### config.mk
export PLATFORM = sky130hd
export DESIGN_NAME = ctrl_sequencer
export DESIGN_NICKNAME = d
export VERILOG_FILES = /design/src/rtl/cpu_pkg.sv /design/src/rtl/ctrl_decode.sv /design/src/rtl/ctrl_sequencer.sv
export SDC_FILE = /design/constraint.sdc
export NUM_CORES = 1
export LEC_CHECK = 0
export CAP_MARGIN = 20
export CORE_UTILIZATION = 35
export DETAILED_ROUTE_END_ITERATION = 16
export GPL_TIMING_DRIVEN = 0
export PLACE_DENSITY = 0.78
export REMOVE_ABC_BUFFERS = 1
export SYNTH_ARGS = -nofsm -noshare
export SYNTH_HDL_FRONTEND = slang
export SYNTH_SLANG_ARGS = --single-unit
### constraint.sdc
create_clock -name clock -period 2.35 [get_ports clock]
set_input_delay 0.3525 -clock clock [delete_from_list [all_inputs] [get_ports clock]]
set_output_delay 0.3525 -clock clock [all_outputs]
set_load 0.01 [all_outputs]
### src/rtl/cpu_pkg.sv
// -----------------------------------------------------------------------------
// cpu_pkg
// Shared definitions for the single-bus RISC CPU control path:
//   - ALU operation type and the 5-bit opcode encodings (shared with the ALU)
//   - sequencer state enum
//   - instruction class enum and opcode-to-class helper
//   - packed strobe vector produced by the control decoder
// -----------------------------------------------------------------------------
package cpu_pkg;

    localparam int CPU_OPC_W = 5;
    localparam int CPU_ST_W  = 5;

    typedef logic [CPU_OPC_W-1:0] alu_op_t;

    localparam alu_op_t OP_LD   = 5'd0;
    localparam alu_op_t OP_LDI  = 5'd1;
    localparam alu_op_t OP_ST   = 5'd2;
    localparam alu_op_t OP_ADD  = 5'd3;
    localparam alu_op_t OP_SUB  = 5'd4;
    localparam alu_op_t OP_AND  = 5'd5;
    localparam alu_op_t OP_OR   = 5'd6;
    localparam alu_op_t OP_SHR  = 5'd7;
    localparam alu_op_t OP_SHL  = 5'd8;
    localparam alu_op_t OP_ROR  = 5'd9;
    localparam alu_op_t OP_ROL  = 5'd10;
    localparam alu_op_t OP_ADDI = 5'd11;
    localparam alu_op_t OP_ANDI = 5'd12;
    localparam alu_op_t OP_ORI  = 5'd13;
    localparam alu_op_t OP_MUL  = 5'd14;
    localparam alu_op_t OP_DIV  = 5'd15;
    localparam alu_op_t OP_NEG  = 5'd16;
    localparam alu_op_t OP_NOT  = 5'd17;
    localparam alu_op_t OP_BR   = 5'd18;
    localparam alu_op_t OP_JR   = 5'd19;
    localparam alu_op_t OP_MFHI = 5'd23;
    localparam alu_op_t OP_MFLO = 5'd24;
    localparam alu_op_t OP_NOP  = 5'd25;
    localparam alu_op_t OP_HALT = 5'd26;

    // S_T0..S_T2 are the common fetch; S_T3 is the decode cycle and also the
    // first execute step of every class; S_T4..S_T7 are later execute steps.
    typedef enum logic [CPU_ST_W-1:0] {
        S_RESET,
        S_T0,
        S_T1,
        S_T2,
        S_T3,
        S_T4,
        S_T5,
        S_T6,
        S_T7,
        S_HALT
    } state_t;

    typedef enum logic [3:0] {
        CLS_ALU,
        CLS_IMM,
        CLS_UN,
        CLS_LDI,
        CLS_LD,
        CLS_ST,
        CLS_MD,
        CLS_BR,
        CLS_JR,
        CLS_MFHI,
        CLS_MFLO,
        CLS_NOP,
        CLS_HALT,
        CLS_ILL
    } op_class_t;

    typedef struct packed {
        logic    g_ra;
        logic    g_rb;
        logic    g_rc;
        logic    r_in;
        logic    r_out;
        logic    ba_out;
        logic    c_out;
        logic    pc_out;
        logic    pc_in;
        logic    inc_pc;
        logic    ir_in;
        logic    mar_in;
        logic    mdr_in;
        logic    mdr_out;
        logic    read;
        logic    write;
        logic    y_in;
        logic    z_in;
        logic    zlow_out;
        logic    zhigh_out;
        logic    hi_in;
        logic    lo_in;
        logic    hi_out;
        logic    lo_out;
        logic    con_in;
        alu_op_t alu_op;
    } ctrl_t;

    function automatic op_class_t op_class(input alu_op_t op);
        case (op)
            OP_ADD, OP_SUB, OP_AND, OP_OR,
            OP_SHR, OP_SHL, OP_ROR, OP_ROL: return CLS_ALU;
            OP_ADDI, OP_ANDI, OP_ORI:       return CLS_IMM;
            OP_NEG, OP_NOT:                 return CLS_UN;
            OP_LDI:                         return CLS_LDI;
            OP_LD:                          return CLS_LD;
            OP_ST:                          return CLS_ST;
            OP_MUL, OP_DIV:                 return CLS_MD;
            OP_BR:                          return CLS_BR;
            OP_JR:                          return CLS_JR;
            OP_MFHI:                        return CLS_MFHI;
            OP_MFLO:                        return CLS_MFLO;
            OP_NOP:                         return CLS_NOP;
            OP_HALT:                        return CLS_HALT;
            default:                        return CLS_ILL;
        endcase
    endfunction

endpackage

### src/rtl/ctrl_decode.sv
// -----------------------------------------------------------------------------
// ctrl_decode
// Pure combinational map from (sequencer state, opcode, branch flag) to the
// full datapath/memory strobe vector. Any strobe not set for a state is 0.
// Ports:
//   state_i  : current sequencer state
//   opc_i    : opcode field ir[31:27]
//   con_ff_i : branch condition flag (gates PC_In on the last br step)
//   ctrl_o   : strobe vector including alu_op
// -----------------------------------------------------------------------------
module ctrl_decode
    import cpu_pkg::*;
(
    input  state_t  state_i,
    input  alu_op_t opc_i,
    input  logic    con_ff_i,
    output ctrl_t   ctrl_o
);

    op_class_t cls;

    always_comb begin
        cls    = op_class(opc_i);
        ctrl_o = '0;
        case (state_i)
            S_T0: begin
                ctrl_o.pc_out = 1'b1;
                ctrl_o.mar_in = 1'b1;
                ctrl_o.inc_pc = 1'b1;
            end
            S_T1: begin
                ctrl_o.read   = 1'b1;
                ctrl_o.mdr_in = 1'b1;
            end
            S_T2: begin
                ctrl_o.mdr_out = 1'b1;
                ctrl_o.ir_in   = 1'b1;
            end
            S_T3: begin
                case (cls)
                    CLS_ALU, CLS_IMM: begin
                        ctrl_o.g_rb  = 1'b1;
                        ctrl_o.r_out = 1'b1;
                        ctrl_o.y_in  = 1'b1;
                    end
                    CLS_UN: begin
                        ctrl_o.g_rb   = 1'b1;
                        ctrl_o.r_out  = 1'b1;
                        ctrl_o.z_in   = 1'b1;
                        ctrl_o.alu_op = opc_i;
                    end
                    // Base-or-zero register feeds Y for address formation.
                    CLS_LDI, CLS_LD, CLS_ST: begin
                        ctrl_o.g_rb   = 1'b1;
                        ctrl_o.ba_out = 1'b1;
                        ctrl_o.y_in   = 1'b1;
                    end
                    CLS_MD: begin
                        ctrl_o.g_ra  = 1'b1;
                        ctrl_o.r_out = 1'b1;
                        ctrl_o.y_in  = 1'b1;
                    end
                    CLS_BR: begin
                        ctrl_o.g_rb   = 1'b1;
                        ctrl_o.r_out  = 1'b1;
                        ctrl_o.con_in = 1'b1;
                    end
                    CLS_JR: begin
                        ctrl_o.g_ra  = 1'b1;
                        ctrl_o.r_out = 1'b1;
                        ctrl_o.pc_in = 1'b1;
                    end
                    CLS_MFHI: begin
                        ctrl_o.hi_out = 1'b1;
                        ctrl_o.g_ra   = 1'b1;
                        ctrl_o.r_in   = 1'b1;
                    end
                    CLS_MFLO: begin
                        ctrl_o.lo_out = 1'b1;
                        ctrl_o.g_ra   = 1'b1;
                        ctrl_o.r_in   = 1'b1;
                    end
                    default: ;
                endcase
            end
            S_T4: begin
                case (cls)
                    CLS_ALU: begin
                        ctrl_o.g_rc   = 1'b1;
                        ctrl_o.r_out  = 1'b1;
                        ctrl_o.z_in   = 1'b1;
                        ctrl_o.alu_op = opc_i;
                    end
                    CLS_IMM: begin
                        ctrl_o.c_out  = 1'b1;
                        ctrl_o.z_in   = 1'b1;
                        ctrl_o.alu_op = opc_i;
                    end
                    CLS_UN: begin
                        ctrl_o.zlow_out = 1'b1;
                        ctrl_o.g_ra     = 1'b1;
                        ctrl_o.r_in     = 1'b1;
                    end
                    CLS_LDI, CLS_LD, CLS_ST: begin
                        ctrl_o.c_out  = 1'b1;
                        ctrl_o.z_in   = 1'b1;
                        ctrl_o.alu_op = OP_ADD;
                    end
                    CLS_MD: begin
                        ctrl_o.g_rb   = 1'b1;
                        ctrl_o.r_out  = 1'b1;
                        ctrl_o.z_in   = 1'b1;
                        ctrl_o.alu_op = opc_i;
                    end
                    CLS_BR: begin
                        ctrl_o.pc_out = 1'b1;
                        ctrl_o.y_in   = 1'b1;
                    end
                    default: ;
                endcase
            end
            S_T5: begin
                case (cls)
                    CLS_ALU, CLS_IMM, CLS_LDI: begin
                        ctrl_o.zlow_out = 1'b1;
                        ctrl_o.g_ra     = 1'b1;
                        ctrl_o.r_in     = 1'b1;
                    end
                    CLS_LD, CLS_ST: begin
                        ctrl_o.zlow_out = 1'b1;
                        ctrl_o.mar_in   = 1'b1;
                    end
                    CLS_MD: begin
                        ctrl_o.zlow_out = 1'b1;
                        ctrl_o.lo_in    = 1'b1;
                    end
                    CLS_BR: begin
                        ctrl_o.c_out  = 1'b1;
                        ctrl_o.z_in   = 1'b1;
                        ctrl_o.alu_op = OP_ADD;
                    end
                    default: ;
                endcase
            end
            S_T6: begin
                case (cls)
                    CLS_LD: begin
                        ctrl_o.read   = 1'b1;
                        ctrl_o.mdr_in = 1'b1;
                    end
                    CLS_ST: begin
                        ctrl_o.g_ra   = 1'b1;
                        ctrl_o.r_out  = 1'b1;
                        ctrl_o.mdr_in = 1'b1;
                    end
                    CLS_MD: begin
                        ctrl_o.zhigh_out = 1'b1;
                        ctrl_o.hi_in     = 1'b1;
                    end
                    // Target address is always driven; only the load is conditional.
                    CLS_BR: begin
                        ctrl_o.zlow_out = 1'b1;
                        ctrl_o.pc_in    = con_ff_i;
                    end
                    default: ;
                endcase
            end
            S_T7: begin
                case (cls)
                    CLS_LD: begin
                        ctrl_o.mdr_out = 1'b1;
                        ctrl_o.g_ra    = 1'b1;
                        ctrl_o.r_in    = 1'b1;
                    end
                    CLS_ST: begin
                        ctrl_o.write = 1'b1;
                    end
                    default: ;
                endcase
            end
            default: ;
        endcase
    end

endmodule

### src/rtl/ctrl_sequencer.sv
// -----------------------------------------------------------------------------
// ctrl_sequencer
// Hardwired control unit: steps each instruction through a common fetch
// (T0..T2), decodes the opcode in T3 and walks the per-class execute steps,
// returning to T0 (or halting when stop is requested at the boundary).
// Optional macro CTRL_ILLEGAL_TRAP_EN: undefined opcodes halt the sequencer
// and set a sticky illegal_op output; without it they execute as nop.
// Ports:
//   clock, reset_n          : rising-edge clock, synchronous active-low reset
//   ir, con_ff              : instruction register, branch condition flag
//   mem_ready               : memory transfer completes this cycle
//   stop                    : halt at next instruction boundary
//   G_RA..CON_In, alu_op    : register-select, datapath and memory strobes
//   run                     : high while executing (not in reset or halt)
//   illegal_op (macro only) : sticky undefined-opcode flag
// -----------------------------------------------------------------------------
module ctrl_sequencer
    import cpu_pkg::*;
#(
    parameter int OPC_W = 5,
    parameter int ST_W  = 5
) (
    input  logic             clock,
    input  logic             reset_n,
    input  logic [31:0]      ir,
    input  logic             con_ff,
    input  logic             mem_ready,
    input  logic             stop,
    output logic             G_RA,
    output logic             G_RB,
    output logic             G_RC,
    output logic             R_In,
    output logic             R_Out,
    output logic             BA_Out,
    output logic             C_Out,
    output logic             PC_Out,
    output logic             PC_In,
    output logic             IncPC,
    output logic             IR_In,
    output logic             MAR_In,
    output logic             MDR_In,
    output logic             MDR_Out,
    output logic             Read,
    output logic             Write,
    output logic             Y_In,
    output logic             Z_In,
    output logic             Zlow_Out,
    output logic             Zhigh_Out,
    output logic             HI_In,
    output logic             LO_In,
    output logic             HI_Out,
    output logic             LO_Out,
    output logic             CON_In,
    output logic [OPC_W-1:0] alu_op,
    output logic             run
`ifdef CTRL_ILLEGAL_TRAP_EN
    ,
    output logic             illegal_op
`endif
);

    logic [ST_W-1:0] state_q, state_d;
    logic [ST_W-1:0] to_t0;
    state_t          st;
    alu_op_t         opc;
    op_class_t       cls;
    ctrl_t           ctrl;
    logic            unused_ir;

    assign st        = state_t'(state_q);
    assign opc       = ir[31 -: OPC_W];
    assign unused_ir = ^ir[31-OPC_W:0];

`ifdef CTRL_ILLEGAL_TRAP_EN
    logic illegal_q, illegal_d;
    assign illegal_op = illegal_q;
`endif

    // State register
    always_ff @(posedge clock) begin
        if (!reset_n) begin
            state_q <= S_RESET;
        end else begin
            state_q <= state_d;
        end
    end

`ifdef CTRL_ILLEGAL_TRAP_EN
    always_ff @(posedge clock) begin
        if (!reset_n) begin
            illegal_q <= 1'b0;
        end else begin
            illegal_q <= illegal_d;
        end
    end
`endif

    // Next-state logic
    always_comb begin
        cls     = op_class(opc);
        // Every return to the instruction boundary honours a pending stop.
        to_t0   = stop ? S_HALT : S_T0;
        state_d = state_q;
`ifdef CTRL_ILLEGAL_TRAP_EN
        illegal_d = illegal_q;
`endif
        case (st)
            S_RESET: state_d = to_t0;
            S_T0:    state_d = S_T1;
            S_T1:    if (mem_ready) state_d = S_T2;
            S_T2:    state_d = S_T3;
            S_T3: begin
                case (cls)
                    CLS_JR, CLS_MFHI, CLS_MFLO, CLS_NOP: state_d = to_t0;
                    CLS_HALT: state_d = S_HALT;
                    CLS_ILL: begin
`ifdef CTRL_ILLEGAL_TRAP_EN
                        state_d   = S_HALT;
                        illegal_d = 1'b1;
`else
                        state_d   = to_t0;
`endif
                    end
                    default: state_d = S_T4;
                endcase
            end
            S_T4: state_d = (cls == CLS_UN) ? to_t0 : S_T5;
            S_T5: begin
                if (cls == CLS_ALU || cls == CLS_IMM || cls == CLS_LDI) begin
                    state_d = to_t0;
                end else begin
                    state_d = S_T6;
                end
            end
            S_T6: begin
                case (cls)
                    CLS_LD:  if (mem_ready) state_d = S_T7;
                    CLS_ST:  state_d = S_T7;
                    default: state_d = to_t0;
                endcase
            end
            // Store holds Write here until memory acknowledges.
            S_T7: if (cls != CLS_ST || mem_ready) state_d = to_t0;
            S_HALT: state_d = S_HALT;
            default: state_d = S_RESET;
        endcase
    end

    ctrl_decode u_decode (
        .state_i  (st),
        .opc_i    (opc),
        .con_ff_i (con_ff),
        .ctrl_o   (ctrl)
    );

    // Output logic
    always_comb begin
        G_RA      = ctrl.g_ra;
        G_RB      = ctrl.g_rb;
        G_RC      = ctrl.g_rc;
        R_In      = ctrl.r_in;
        R_Out     = ctrl.r_out;
        BA_Out    = ctrl.ba_out;
        C_Out     = ctrl.c_out;
        PC_Out    = ctrl.pc_out;
        PC_In     = ctrl.pc_in;
        IncPC     = ctrl.inc_pc;
        IR_In     = ctrl.ir_in;
        MAR_In    = ctrl.mar_in;
        MDR_In    = ctrl.mdr_in;
        MDR_Out   = ctrl.mdr_out;
        Read      = ctrl.read;
        Write     = ctrl.write;
        Y_In      = ctrl.y_in;
        Z_In      = ctrl.z_in;
        Zlow_Out  = ctrl.zlow_out;
        Zhigh_Out = ctrl.zhigh_out;
        HI_In     = ctrl.hi_in;
        LO_In     = ctrl.lo_in;
        HI_Out    = ctrl.hi_out;
        LO_Out    = ctrl.lo_out;
        CON_In    = ctrl.con_in;
        alu_op    = ctrl.alu_op;
        run       = (st != S_RESET) && (st != S_HALT);
    end

endmodule

==> run_results.csv, run 1 <==
group,metric,value,unit
run_status,status,"finished, violations left",
run_status,violations,"setup timing",
timing,maxSlewHeadroom,62.4,%
timing,final_hold_viol_count,0,
detailed_routing,num_vias,1936,
logic_synthesis,netlist_instances,181,
pwr,power,1.05,mW
worst_setup_path,worstSetupStartpointType,"input port",
clock_tree,cts_tree,"done",
timing,fmax,372,MHz
timing,finClkSkew,0.743,ps
floorplan,dieArea,0.00359,mm2
logic_synthesis,postSynth.asyncResetShare,0,%
floorplan,io_pins,68,
cells_and_area,seqCellArea,83.8,um2
timing,drv_slew,0,
global_route,antenna_found_initial,0,
global_route,grt_pass1_vias,1609,
floorplan,die_x,59.9,um
global_route,grt_usage,27.6,%
cells_and_area,syn_to_final_growth,86.8,%
timing,period_needed,2690,ps
detailed_routing,wl_per_cell,20.8,um
floorplan,rows,20,
logic_synthesis,synth_edf_count,0,
logic_synthesis,synth_area_leader_cell,"a21oi_1",
clock_tree,ctsHoldBuffers,0,
worst_hold_path,hold_class,"in -> reg",
clock_tree,worstSkewPairLatency,230,ps
floorplan,fp.dieH,59.9,um
detailed_routing,dr.pass1.iters,6,
floorplan,core_area,0.00310,mm2
logic_synthesis,synth.yosys.warnings,0,
clock_tree,clockBufferDepth,2,
timing,setup_viol,25,
cells_and_area,fin_nets,295,
logic_synthesis,netlist_area,0.00117,mm2
worst_setup_path,critPathRequiredTime,2000,ps
timing,hold_slack,747,ps
logic_synthesis,avgSynthCellArea,6.48,um2
pwr,p_leak,0.957,nW
worst_setup_path,cp_data_arrival_time,2340,ps
logic_synthesis,ys_seq_elements,4,
logic_synthesis,seq_area_frac_synth,6.83,%
cells_and_area,nFillCells,230,
cells_and_area,largest_register_ffs,4,
timing,worst_pin_slew,561,ps
detailed_routing,detail-route-antenna-nets,0,
run,max-cap-violations,0,
detailed_routing,vias_per_cell,6.54,
logic_synthesis,synth_cell_types,52,
clock_tree,clk_pin_slew,40,ps
timing,rsz0062_at_grt,"true",
placed_design,globalplace.congestion,0.884,
clock_tree,cts_root_buf,"clkbuf_4",
worst_setup_path,worst-setup-path-type,"in -> out",
clock_tree,cts_htree_levels,1,
pwr,p_per_area,479,mW/mm2
pwr,ir_drop,0.246,mV
clock_tree,cts_made_buffers,3,
logic_synthesis,synthDominantCellAreaShare,8.11,%
global_route,grt_max_degree,14,
logic_synthesis,yosys-top-cells-count,"nor2_1 (25), a21oi_1 (19), nand2_1 (15)",
worst_setup_path,endpoint_kind,"output pin",
timing,finalCritPeriodShare,114,%
global_route,grt_pass1_wl,7570,um
detailed_routing,drt_iter0_drc,224,
logic_synthesis,synth.most_common_cell,"nor2_1",
detailed_routing,drt_wl_total,6170,um
placed_design,dpl.hpwl,2530,um
worst_setup_path,cp_max_fo,5,
logic_synthesis,synthFlopType,"dfxtp_1",
cells_and_area,multi_input_area,0.00128,mm2
cells_and_area,layout-drive-gt1-share,55.2,%
clock_tree,cts_sinks,4,
global_route,overflow,0,
timing,layout_setup_ws,-341,ps
cells_and_area,final_util,70.6,%
logic_synthesis,yosys-top-cells-area,"a21oi_1 (8.1%), nor2_1 (8.0%), dfxtp_1 (6.8%), nand2_1 (4.8%), ha_1 (4.3%)",
detailed_routing,drc_errors,0,
cells_and_area,n_antenna_cell,0,
floorplan,start_util,37.8,%
timing,finalSetupTns,-4080,ps
placed_design,port_buffers,40,
==> cell families after synthesis <==
family	synth area share, %
muxes	3.95
xor gates and xnor gates	2.24
DFF	6.83
AOI/OAI and AO/OA	37.1
buffers and inverters	9.18
and+or+nand+nor	36.4
adders and majority gates	4.27
==> worst max-delay path: stages <==
cell and delay (ps):
buf_12 120, buf_4 140, ha_4 170, o31a_4 320, nor4_4 250, nand3_2 150
and3_1 220, a21oi_1 180, a21oi_1 100, o21ai_1 190, buf_2 150
==> placed cells by master (no fill, tap or decap), drive strengths merged, types with 4 or more instances in the layout <==
cell and count:
a21oi 20, buf 72, clkbuf 5, clkdlybuf4s50 7, dfxtp 4, ha 4
inv 8, nand2 15, nand3 11, nor2 26, nor3 11, o21ai 9
o22ai 5
==> where the power goes <==
group | switching [mW] | internal (mW) | total (mW)
clock | 0.0272 | 0.0571 | 0.0843
sequential | 0.0775 | 0.0934 | 0.171
combinational | 0.429 | 0.364 | 0.793
==> stage by stage <==
| stage | cell area, um2 | setup slack, ps | cells |
|---|---|---|---|
| floorplan | 1090 | -341 | 166 |
| global placement | 1550 | -1990 | 250 |
| detailed placement | 1550 | -1990 | 250 |
| CTS | 1910 | -205 | 288 |
| global route | 2190 | -361 | 296 |
| finish | 2190 | -341 | 296 |
==> final cells by class <==
class | count | area share [%]
flip-flops and latches | 4 | 3.83
clock buffers | 3 | 1.03
inverters | 8 | 1.83
well taps | 44 | 2.51
repair buffers | 83 | 32.3
multi-input cells | 154 | 58.5
==> layer usage <==
| metal | vias up | GRT usage (%) | part of all wire, % |
|---|---|---|---|
| met3 | 57 | 4.98 | 10 |
| met2 | 183 | 43.2 | 46 |
| met1 | 885 | 35.9 | 38 |
| met5 | - | 0 | 0 |
| met4 | 0 | 14.3 | 6.2 |
| li1 | 811 | - | - |
==> path summary, 6_finish.rpt <==
path	from	to	slack (ps)	depth (start not counted)
worst max register to register	st[3]	st[0]	80	8
worst min-delay path	reset_n	st[1]	750	3
worst min register to register	st[1]	st[1]	780	3
worst max-delay path	ir[27]	G_RA	-340	11
==> timing repair <==
| item | in CTS | in global routing |
|---|---|---|
| setup buffers | 35 | 10 |
| gates resized for setup | 177 | 62 |
| endpoints found under the setup margin | 33 | 31 |
| pin swaps | 25 | 26 |
Power figures use the tool's default switching activity.
==> run 2: changes to the inputs <==
- GPL_TIMING_DRIVEN: 0 -> not set
==> run 2 against run 1 <==
Net effect:
- the run still ends with setup timing left
- via count rose by 15%
- critical endpoint is now Zlow_Out
- clock power rose by 3.1%
- sequential share of layout area fell by 0.61 points
- first-iteration DRC count rose by 19%
- setup slack got worse by 110 ps
==> run_results.csv, run 2 (same netlist as run 1, synthesis figures left out) <==
group,metric,value,unit
clock_tree,cts_root_buf,"clkbuf_4",
cells_and_area,fin_nets,342,
pwr,combPwrFrac,83.6,%
cells_and_area,n_antenna_cell,0,
worst_setup_path,cp_slowest_cell,"or3_4",
clock_tree,cts_made_buffers,3,
cells_and_area,layout-drive-gt1-share,63.2,%
clock_tree,cts_sinks,4,
detailed_routing,drc_errors,0,
global_route,grt_pass1_vias,1950,
detailed_routing,vias_per_cell,6.51,
global_route,overflow,0,
worst_setup_path,crit_end,"Zlow_Out",
worst_setup_path,rr_worst_depth,9,
clock_tree,clockBufferDepth,2,
worst_setup_path,rr_startpoint,"st[1]",
worst_setup_path,timing.rr.end,"st[0]",
pwr,p_int,649,uW
worst_setup_path,worstSetupStartpointType,"input port",
placed_design,globalplace.congestion,0.935,
detailed_routing,dr.pass1.iters,5,
timing,finalCritPeriodShare,119,%
timing,finalSetupTns,-4850,ps
timing,drv_slew,0,
clock_tree,clk_pin_slew,30,ps
floorplan,fp.dieH,59.9,um
clock_tree,worstSkewPairLatency,240,ps
cells_and_area,stdcell_count,343,
detailed_routing,wl_per_cell,22.9,um
timing,rsz0062_at_grt,"true",
cells_and_area,layout.cells.most_common,"buf_4",
global_route,grt_usage,36.0,%
cells_and_area,largest_register_ffs,4,
worst_setup_path,cpMostUsedCell,"buf_6",
detailed_routing,detail-route-antenna-nets,0,
run,max-cap-violations,0,
worst_setup_path,worst-setup-path-type,"in -> out",
worst_setup_path,crit_start,"ir[27]",
timing,setup_viol,30,
run_status,violations,"setup timing",
pwr,swShare,49.4,%
worst_setup_path,endpoint_kind,"output pin",
timing,fmax,357,MHz
floorplan,start_util,37.8,%
worst_hold_path,hold_class,"in -> reg",
floorplan,rows,20,
worst_setup_path,r2r_slack,-50,ps
clock_tree,cts_htree_levels,1,
clock_tree,ctsHoldBuffers,0,
pwr,power_frac_clock,6.8,%
cells_and_area,final_util,81.3,%
cells_and_area,syn_to_final_growth,115,%
worst_setup_path,cp_data_arrival_time,2450,ps
clock_tree,cts_tree,"done",
timing,maxSlewHeadroom,71.0,%
floorplan,dieArea,0.00359,mm2
worst_setup_path,critPathRequiredTime,2000,ps
placed_design,dpl.cell_count,312,
cells_and_area,final_area,0.00252,mm2
pwr,ir_drop,0.318,mV
pwr,p_seq_share,9.6,%
timing,final_hold_viol_count,0,
detailed_routing,drt_wl_total,7870,um
timing,worst_pin_slew,433,ps
pwr,p_per_area,508,mW/mm2
detailed_routing,drt_iter0_drc,267,
worst_hold_path,hp-start,"reset_n",
cells_and_area,mostFrequentLayoutCells,"buf_4 (65), buf_6 (28), buf_2 (24)",
floorplan,core_area,0.00310,mm2
global_route,grt_max_degree,12,
placed_design,port_buffers,40,
timing,layout_setup_ws,-453,ps
timing,period_needed,2800,ps
worst_setup_path,cp_max_fo,4,
floorplan,die_x,59.9,um
detailed_routing,num_vias,2233,
pwr,p_leak,1.15,nW
pwr,net-switching-power,634,uW
worst_setup_path,cp_slowest_stage_delay,360,ps
worst_setup_path,cp_cell_sequence,"buf_12, inv_6, ha_4, mux2_4, or3_4, o31ai_4, buf_6, buf_6, buf_6, nor3_2, a31oi_1, o21ai_1, a21oi_1, buf_2",
global_route,antenna_found_initial,0,
timing,finClkSkew,3.23,ps
global_route,grt_pass1_wl,9710,um
placed_design,dpl.hpwl,3490,um
placed_design,placed_area,0.00202,mm2
run_status,status,"finished, violations left",
floorplan,io_pins,68,
run 2: cell count changes in the layout (fill, tap and decap cells not counted), moves of 3 or more:
| cell | previous run | this run |
|---|---|---|
| nor2_1 | 19 | 22 |
| a21oi_4 | 3 | 0 |
| nor2_2 | 5 | 1 |
| clkbuf_2 | 1 | 4 |
| a21oi_2 | 6 | 11 |
| buf_6 | 19 | 28 |
| buf_4 | 26 | 65 |
run 2: power by group through the flow:
stage               Sequential (mW)  Clock (mW)  Combinational, mW
floorplan                     0.132           0              0.336
global placement              0.115           0              0.769
detailed placement            0.116           0              0.779
CTS                           0.117      0.0880              0.853
global route                  0.126      0.0946               1.10
finish                        0.123      0.0869               1.07
run 2: layout make-up:
class,count,area [um2]
flip-flops and latches,4,81.3
multi-input cells,154,1270
fillers,187,579
well taps,44,55.1
repair buffers,130,1050
inverters,8,37.5
clock buffers,3,22.5
run 2: worst max-delay path: cells and delay by family:
kind                     cells  cell delay [ps]
AND/OR/NAND/NOR              2              420
AO/OA/AOI/OAI                4              610
buffers and inverters        6              650
multiplexers                 1              260
adder cells (fa/ha/maj)      1              150
run 2: per-layer routing:
| metal | part of all wire (%) | vias up | GRT usage, % | wire length, um |
|---|---|---|---|---|
| li1 | - | 904 | - | - |
| met1 | 37 | 1038 | 45.3 | 2880 |
| met2 | 44 | 221 | 59.7 | 3430 |
| met3 | 12 | 70 | 6.93 | 981 |
| met4 | 7.3 | 0 | 14.6 | 572 |
| met5 | 0 | - | 0 | 0 |
run 2: worst min-delay path by stage:
stage                  to  cells after the start
detailed placement  st[1]                      3
global placement    st[1]                      3
finish              st[0]                      3
global route        st[1]                      3
CTS                 st[1]                      3
floorplan           st[1]                      2
run 2: metrics by stage:
stage | setup slack, ps | hold WS [ps] | total power [mW]
floorplan | -341 | 499 | 0.468
global placement | -1110 | 714 | 0.884
detailed placement | -1150 | 706 | 0.895
CTS | -241 | 709 | 1.06
global route | -506 | 800 | 1.32
finish | -453 | 801 | 1.28
run 2: repair_timing:
action                                 CTS  global route
pin swaps                               27            31
endpoints found under the hold margin    0             0
setup endpoints to repair               32            33
gates resized for setup                177            63
buffers inserted                        20             8
